==> src/rtl/bcd_counter_mux.sv <==
// Multi-digit BCD up/down counter with parallel load, terminal-count and
// load-error pulses, and a time-multiplexed seven-segment scan driver with
// optional leading-zero blanking.
module bcd_counter_mux #(
  parameter int DIGITS   = 4,
  parameter int SCAN_DIV = 4,
  parameter int BLANK    = 1
) (
  input  logic                  clk,
  input  logic                  rst_syn,
  input  logic                  en,
  input  logic                  up,
  input  logic                  load,
  input  logic [4*DIGITS-1:0]   data,
  output logic [4*DIGITS-1:0]   Q_out,
  output logic                  tc_out,
  output logic                  load_err,
  output logic [7:0]            seg_out,
  output logic [DIGITS-1:0]     dig_sel
);

  localparam int PRE_W = (SCAN_DIV > 1) ? $clog2(SCAN_DIV) : 1;
  localparam int IDX_W = (DIGITS > 1) ? $clog2(DIGITS) : 1;

  // Seven-segment pattern {dp,g,f,e,d,c,b,a} for a decimal digit.
  function automatic logic [7:0] seg_encode(input logic [3:0] d);
    case (d)
      4'd0:    seg_encode = 8'h3F;
      4'd1:    seg_encode = 8'h06;
      4'd2:    seg_encode = 8'h5B;
      4'd3:    seg_encode = 8'h4F;
      4'd4:    seg_encode = 8'h66;
      4'd5:    seg_encode = 8'h6D;
      4'd6:    seg_encode = 8'h7D;
      4'd7:    seg_encode = 8'h07;
      4'd8:    seg_encode = 8'h7F;
      4'd9:    seg_encode = 8'h6F;
      default: seg_encode = 8'h00;
    endcase
  endfunction

  // A loaded nibble outside 0..9 is replaced by 0.
  function automatic logic [3:0] sanitize_digit(input logic [3:0] d);
    sanitize_digit = (d > 4'd9) ? 4'd0 : d;
  endfunction

  logic [4*DIGITS-1:0] r_q;
  logic                r_tc;
  logic                r_lerr;
  logic [PRE_W-1:0]    r_pre;
  logic [IDX_W-1:0]    r_idx;
  logic [DIGITS-1:0]   r_sel;
  logic [7:0]          r_seg;

  logic [4*DIGITS-1:0] w_q_next;
  logic                w_tc_next;
  logic                w_lerr_next;
  logic                w_carry;
  logic [3:0]          w_dig;
  logic                w_pre_tc;
  logic [DIGITS-1:0]   w_blank;
  logic [3:0]          w_cur_dig;
  logic                w_cur_blank;
  logic [DIGITS-1:0]   w_sel_next;

  assign Q_out    = r_q;
  assign tc_out   = r_tc;
  assign load_err = r_lerr;
  assign seg_out  = r_seg;
  assign dig_sel  = r_sel;

  // Next count value: load beats count; the carry/borrow ripples from digit 0
  // upward and a carry out of the top digit is the wrap-around event.
  always_comb begin
    w_q_next    = r_q;
    w_tc_next   = 1'b0;
    w_lerr_next = 1'b0;
    w_carry     = 1'b1;
    w_dig       = 4'd0;
    if (load) begin
      for (int k = 0; k < DIGITS; k++) begin
        w_dig = data[4*k +: 4];
        w_q_next[4*k +: 4] = sanitize_digit(w_dig);
        if (w_dig > 4'd9) w_lerr_next = 1'b1;
      end
    end else if (en) begin
      for (int k = 0; k < DIGITS; k++) begin
        w_dig = r_q[4*k +: 4];
        if (w_carry) begin
          if (up) begin
            if (w_dig == 4'd9) begin
              w_q_next[4*k +: 4] = 4'd0;
            end else begin
              w_q_next[4*k +: 4] = w_dig + 4'd1;
              w_carry = 1'b0;
            end
          end else begin
            if (w_dig == 4'd0) begin
              w_q_next[4*k +: 4] = 4'd9;
            end else begin
              w_q_next[4*k +: 4] = w_dig - 4'd1;
              w_carry = 1'b0;
            end
          end
        end
      end
      w_tc_next = w_carry;
    end
  end

  // Counter state and its one-cycle status pulses.
  always_ff @(posedge clk or posedge rst_syn) begin
    if (rst_syn) begin
      r_q    <= '0;
      r_tc   <= 1'b0;
      r_lerr <= 1'b0;
    end else begin
      r_q    <= w_q_next;
      r_tc   <= w_tc_next;
      r_lerr <= w_lerr_next;
    end
  end

  assign w_pre_tc = (r_pre == PRE_W'(SCAN_DIV - 1));

  // Free-running scan: prescaler terminal value steps to the next digit.
  always_ff @(posedge clk or posedge rst_syn) begin
    if (rst_syn) begin
      r_pre <= '0;
      r_idx <= '0;
    end else if (w_pre_tc) begin
      r_pre <= '0;
      if (r_idx == IDX_W'(DIGITS - 1)) r_idx <= '0;
      else                             r_idx <= r_idx + IDX_W'(1);
    end else begin
      r_pre <= r_pre + PRE_W'(1);
    end
  end

  // Digit k>0 is a leading zero when every bit from digit k upward is zero.
  always_comb begin
    w_blank = '0;
    for (int k = 1; k < DIGITS; k++) begin
      w_blank[k] = (BLANK != 0) && ((r_q >> (4*k)) == '0);
    end
  end

  // Select the digit currently addressed by the scan index.
  always_comb begin
    w_cur_dig   = r_q[3:0];
    w_cur_blank = 1'b0;
    w_sel_next  = '0;
    for (int k = 0; k < DIGITS; k++) begin
      if (r_idx == IDX_W'(k)) begin
        w_cur_dig     = r_q[4*k +: 4];
        w_cur_blank   = w_blank[k];
        w_sel_next[k] = 1'b1;
      end
    end
  end

  // Display registers: segment bus and digit select stay aligned to one digit.
  always_ff @(posedge clk or posedge rst_syn) begin
    if (rst_syn) begin
      r_sel <= DIGITS'(1);
      r_seg <= 8'h3F;
    end else begin
      r_sel <= w_sel_next;
      r_seg <= w_cur_blank ? 8'h00 : seg_encode(w_cur_dig);
    end
  end

endmodule

==> config.mk <==
export PLATFORM = sky130hd
export DESIGN_NAME = bcd_counter_mux
export DESIGN_NICKNAME = d
export VERILOG_FILES = /design/src/rtl/bcd_counter_mux.sv
export SDC_FILE = /design/constraint.sdc
export NUM_CORES = 1
export LEC_CHECK = 0
export CORE_ASPECT_RATIO = 1.25
export CORE_UTILIZATION = 46
export DETAILED_ROUTE_END_ITERATION = 8
export GPL_ROUTABILITY_DRIVEN = 0
export GPL_TIMING_DRIVEN = 0
export PLACE_DENSITY = 0.72
export SLEW_MARGIN = 20
export SYNTH_ARGS = -nofsm -noshare
export SYNTH_HDL_FRONTEND = slang
export SYNTH_SLANG_ARGS = --single-unit
==> constraint.sdc <==
create_clock -name clk -period 2 [get_ports clk]
set_input_delay 0.2 -clock clk [delete_from_list [all_inputs] [get_ports clk]]
set_output_delay 0.2 -clock clk [all_outputs]
set_load 0.005 [all_outputs]
==> results.json, run 1 <==
{
  "status": "complete, but fails checks",
  "failed_checks": "DRC, setup timing",
  "start_util_pct": 47.68,
  "grt_use_total_pct": 25.47,
  "synthToLayoutAreaGrowth_pct": 44.12,
  "wire_per_inst_um": 15.23,
  "vias_per_cell": 5.654,
  "max_clock_freq_mhz": 477.6,
  "arrival_ns": 2.30,
  "clock_sinks": 33,
  "preCtsSetupSlack_ns": -0.2756,
  "cp.required_ns": 2.21,
  "cts.clk_slew.worst_paths_ns": 0.07,
  "overflow": 0,
  "p_int_mw": 1.481,
  "final_hold_viol_count": 0,
  "hp-class": "input pin to async pin",
  "port_buffers": 48,
  "diodes": 0,
  "drt_iter0_drc": 131,
  "slew_viol_final": 0,
  "grt_pass1_wl_mm": 10.95,
  "timing.hold.ws_ns": 0.3275,
  "insertion_delay_ns": 0.28,
  "worst_setup_path_start_kind": "flop",
  "ys_async_sr_fraction_pct": 100.0,
  "r2r-start": "r_idx[1]$_DFFE_PP0P_",
  "fin_nets": 396,
  "syn_area_mm2": 0.002405,
  "synthFlopType": "dfrtp_1",
  "setup_violations": 6,
  "tns_ns": -0.3219,
  "rsz0062_at_grt": "true",
  "die_w_um": 66.67,
  "cts_buffers": 5,
  "slowest_stage": "dfrtp_2",
  "die_h_um": 82.84,
  "via_count": 2420,
  "drv_cap": 0,
  "design_area_mm2": 0.003466,
  "finClkSkew_ns": 0.004337,
  "drcViolationCount": 2,
  "power.share.combinational_pct": 36.6,
  "reg2reg_depth": 10,
  "synth_nets": 317,
  "dr.pass1.iters": 6,
  "yosys_warnings": 0,
  "cts-hold-fix-buffers": 0,
  "crit_family": "compound AO/OA/AOI/OAI gates",
  "htreeDepth": 2,
  "cp_max_fo": 6,
  "power.clock.fraction_pct": 26.4,
  "p_leak_nw": 1.407,
  "cp_num_buf_inv": 3,
  "fill_cells": 398,
  "crit_top_cell": "inv_2",
  "grt_pass1_vias": 2377,
  "peakVddDrop_mv": 0.3384,
  "cts_tree": "yes",
  "root_buffer": "clkbuf_8",
  "regArea_um2": 838.3,
  "reg2reg_to": "seg_out[2]$_DFF_PP1_",
  "crit_path_max_incr_delay_ns": 0.45,
  "dp.cells": 396,
  "path_class": "flop to flop",
  "ys_ff_latch": 33,
  "rrSetupSlack_ns": -0.09,
  "synth_cells": 286,
  "max_slew_margin_pct": 54.96,
  "final_common_cell": "clkdlybuf4s50_1",
  "wirelength_mm": 6.517,
  "multi_input_area_mm2": 0.001534,
  "min_period_over_period_pct": 104.7,
  "syn_area_per_cell_um2": 8.408,
  "yosysSeqAreaShare_pct": 34.70,
  "ant_nets": 0,
  "clk_path_buf_depth": 2,
  "place.detailed.hpwl_mm": 4.322,
  "ys_types": 55,
  "grt_max_degree": 34,
  "drive_gt1_share_pct": 25.14,
  "finalWorstSetupSlack_ns": -0.09375,
  "worstPathCellList": "inv_2 > ha_4 > buf_6 > mux2i_1 > a211o_1 > ha_2 > inv_2 > o221a_2 > o21ai_2 > a21boi_1",
  "seq_power_share_pct": 37.0,
  "p_switching_uw": 670.3,
  "antenna_found_initial": 0,
  "tightestPinTransition_ns": 0.6746,
  "p_sw_share_pct": 31.16,
  "final_cell_mix": "clkdlybuf4s50_1, dfrtp_1, o21ai_0, nand2_1, buf_4",
  "core_area_mm2": 0.005044,
  "synth_edf_count": 0,
  "post-route-min-period_ns": 2.094,
  "placed_area_mm2": 0.002974,
  "ios": 51,
  "rows": 29,
  "dieArea_mm2": 0.005523,
  "power.density_mw_per_mm2": 620.8,
  "setup.worst_path.end_class": "flop",
  "fin_cells": 428
}
[power by group through the flow]
stage               logic [mW]  clock network (mW)  registers, mW
floorplan                0.396                   0          0.807
global placement         0.656                   0          0.804
detailed placement       0.662                   0          0.808
CTS                      0.719               0.566          0.797
global route             0.868               0.611          0.803
finish                   0.787               0.568          0.796
[metal layers]
metal  up-vias  track usage (%)  part of all wire [%]
li1       1171                -                     -
met1      1153            30.82                    40
met2        76            43.71                    53
met3        20            3.571                   3.8
met4         0            10.83                   3.1
met5         -                0                     0
[flip-flops by register name (all words and copies together), names as in the netlist]
register / cells
dig_sel: 4
load_err: 1
r_pre: 2
seg_out: 7
tc_out: 1
r_idx: 2
Q_out: 16
[per-stage QoR]
step	utilization, %	power (mW)
2_1_floorplan	-	1.203
3_3_place_gp	58.97	1.460
3_5_place_dp	58.97	1.470
4_1_cts	66.24	2.081
5_1_grt	68.72	2.282
6_report	68.72	2.151
[final cells by class]
cell class	count	share of cell area (%)
well taps	62	2.238
inverters	15	1.625
clock inverters	1	0.1444
flip-flops and latches	33	24.19
repair buffers	73	20.79
clock buffers	7	2.780
multi-input cells	213	44.26
plain buffers	24	3.971
[kinds of logic (layout without fill, tap and decap cells)]
| logic type | count (synthesis) | in the layout | synth area share, % |
|---|---|---|---|
| and+or+nand+nor | 102 | 102 | 22.11 |
| AOI/OAI and AO/OA | 79 | 79 | 22.32 |
| buffers and inverters | 40 | 120 | 7.180 |
| DFF | 33 | 33 | 34.70 |
| muxes | 11 | 11 | 4.683 |
| adders and majority gates | 10 | 10 | 5.203 |
| xor gates and xnor gates | 10 | 10 | 3.642 |
| other | 1 | 1 | 0.1559 |
[what timing repair did]
item	4_1_cts	5_1_grt
gates resized for setup	36	21
buffers inserted	16	7
gates cloned	2	0
setup endpoints to repair	14	16
pin swaps	9	7
[cell usage after synthesis, types with 8 or more instances]
library cell  instances  area share, %
nor2_1               22            3.4
nand3_1              13            2.7
nand2_1              21            3.3
ha_1                 10            5.2
a21oi_1              11            2.3
dfrtp_1              26             27
o21ai_0              25            5.2
inv_1                15            2.3
mux2i_1               9            3.7
buf_2                 9            1.9
xnor2_1               8            2.9
nor3_1               11            2.3
clkbuf_1             14            2.2
[worst max-delay path by stage]
| stage | startpoint | to | depth (start not counted) |
|---|---|---|---|
| after CTS | r_idx[1]$_DFFE_PP0P_ | seg_out[2]$_DFF_PP1_ | 11 |
| after detailed placement | r_idx[0]$_DFFE_PP0P_ | seg_out[5]$_DFF_PP1_ | 10 |
| after global placement | r_idx[0]$_DFFE_PP0P_ | seg_out[5]$_DFF_PP1_ | 10 |
| after floorplan | r_idx[0]$_DFFE_PP0P_ | seg_out[5]$_DFF_PP1_ | 10 |
| after global routing | r_idx[1]$_DFFE_PP0P_ | seg_out[3]$_DFF_PP1_ | 8 |
| final | r_idx[1]$_DFFE_PP0P_ | seg_out[2]$_DFF_PP1_ | 10 |
Power figures use the tool's default switching activity.
==> inputs of run 2 (changes only) <==
CAP_MARGIN = 15   (was unset)
==> results of run 2 <==
The final DEF is identical to that of run 1; final timing and power are the same.
==> inputs of run 3 (changes only) <==
ABC_CLOCK_PERIOD_IN_PS = 2000   (was unset)
==> results of run 3 <==
The final DEF is identical to that of run 1; final timing and power are the same.
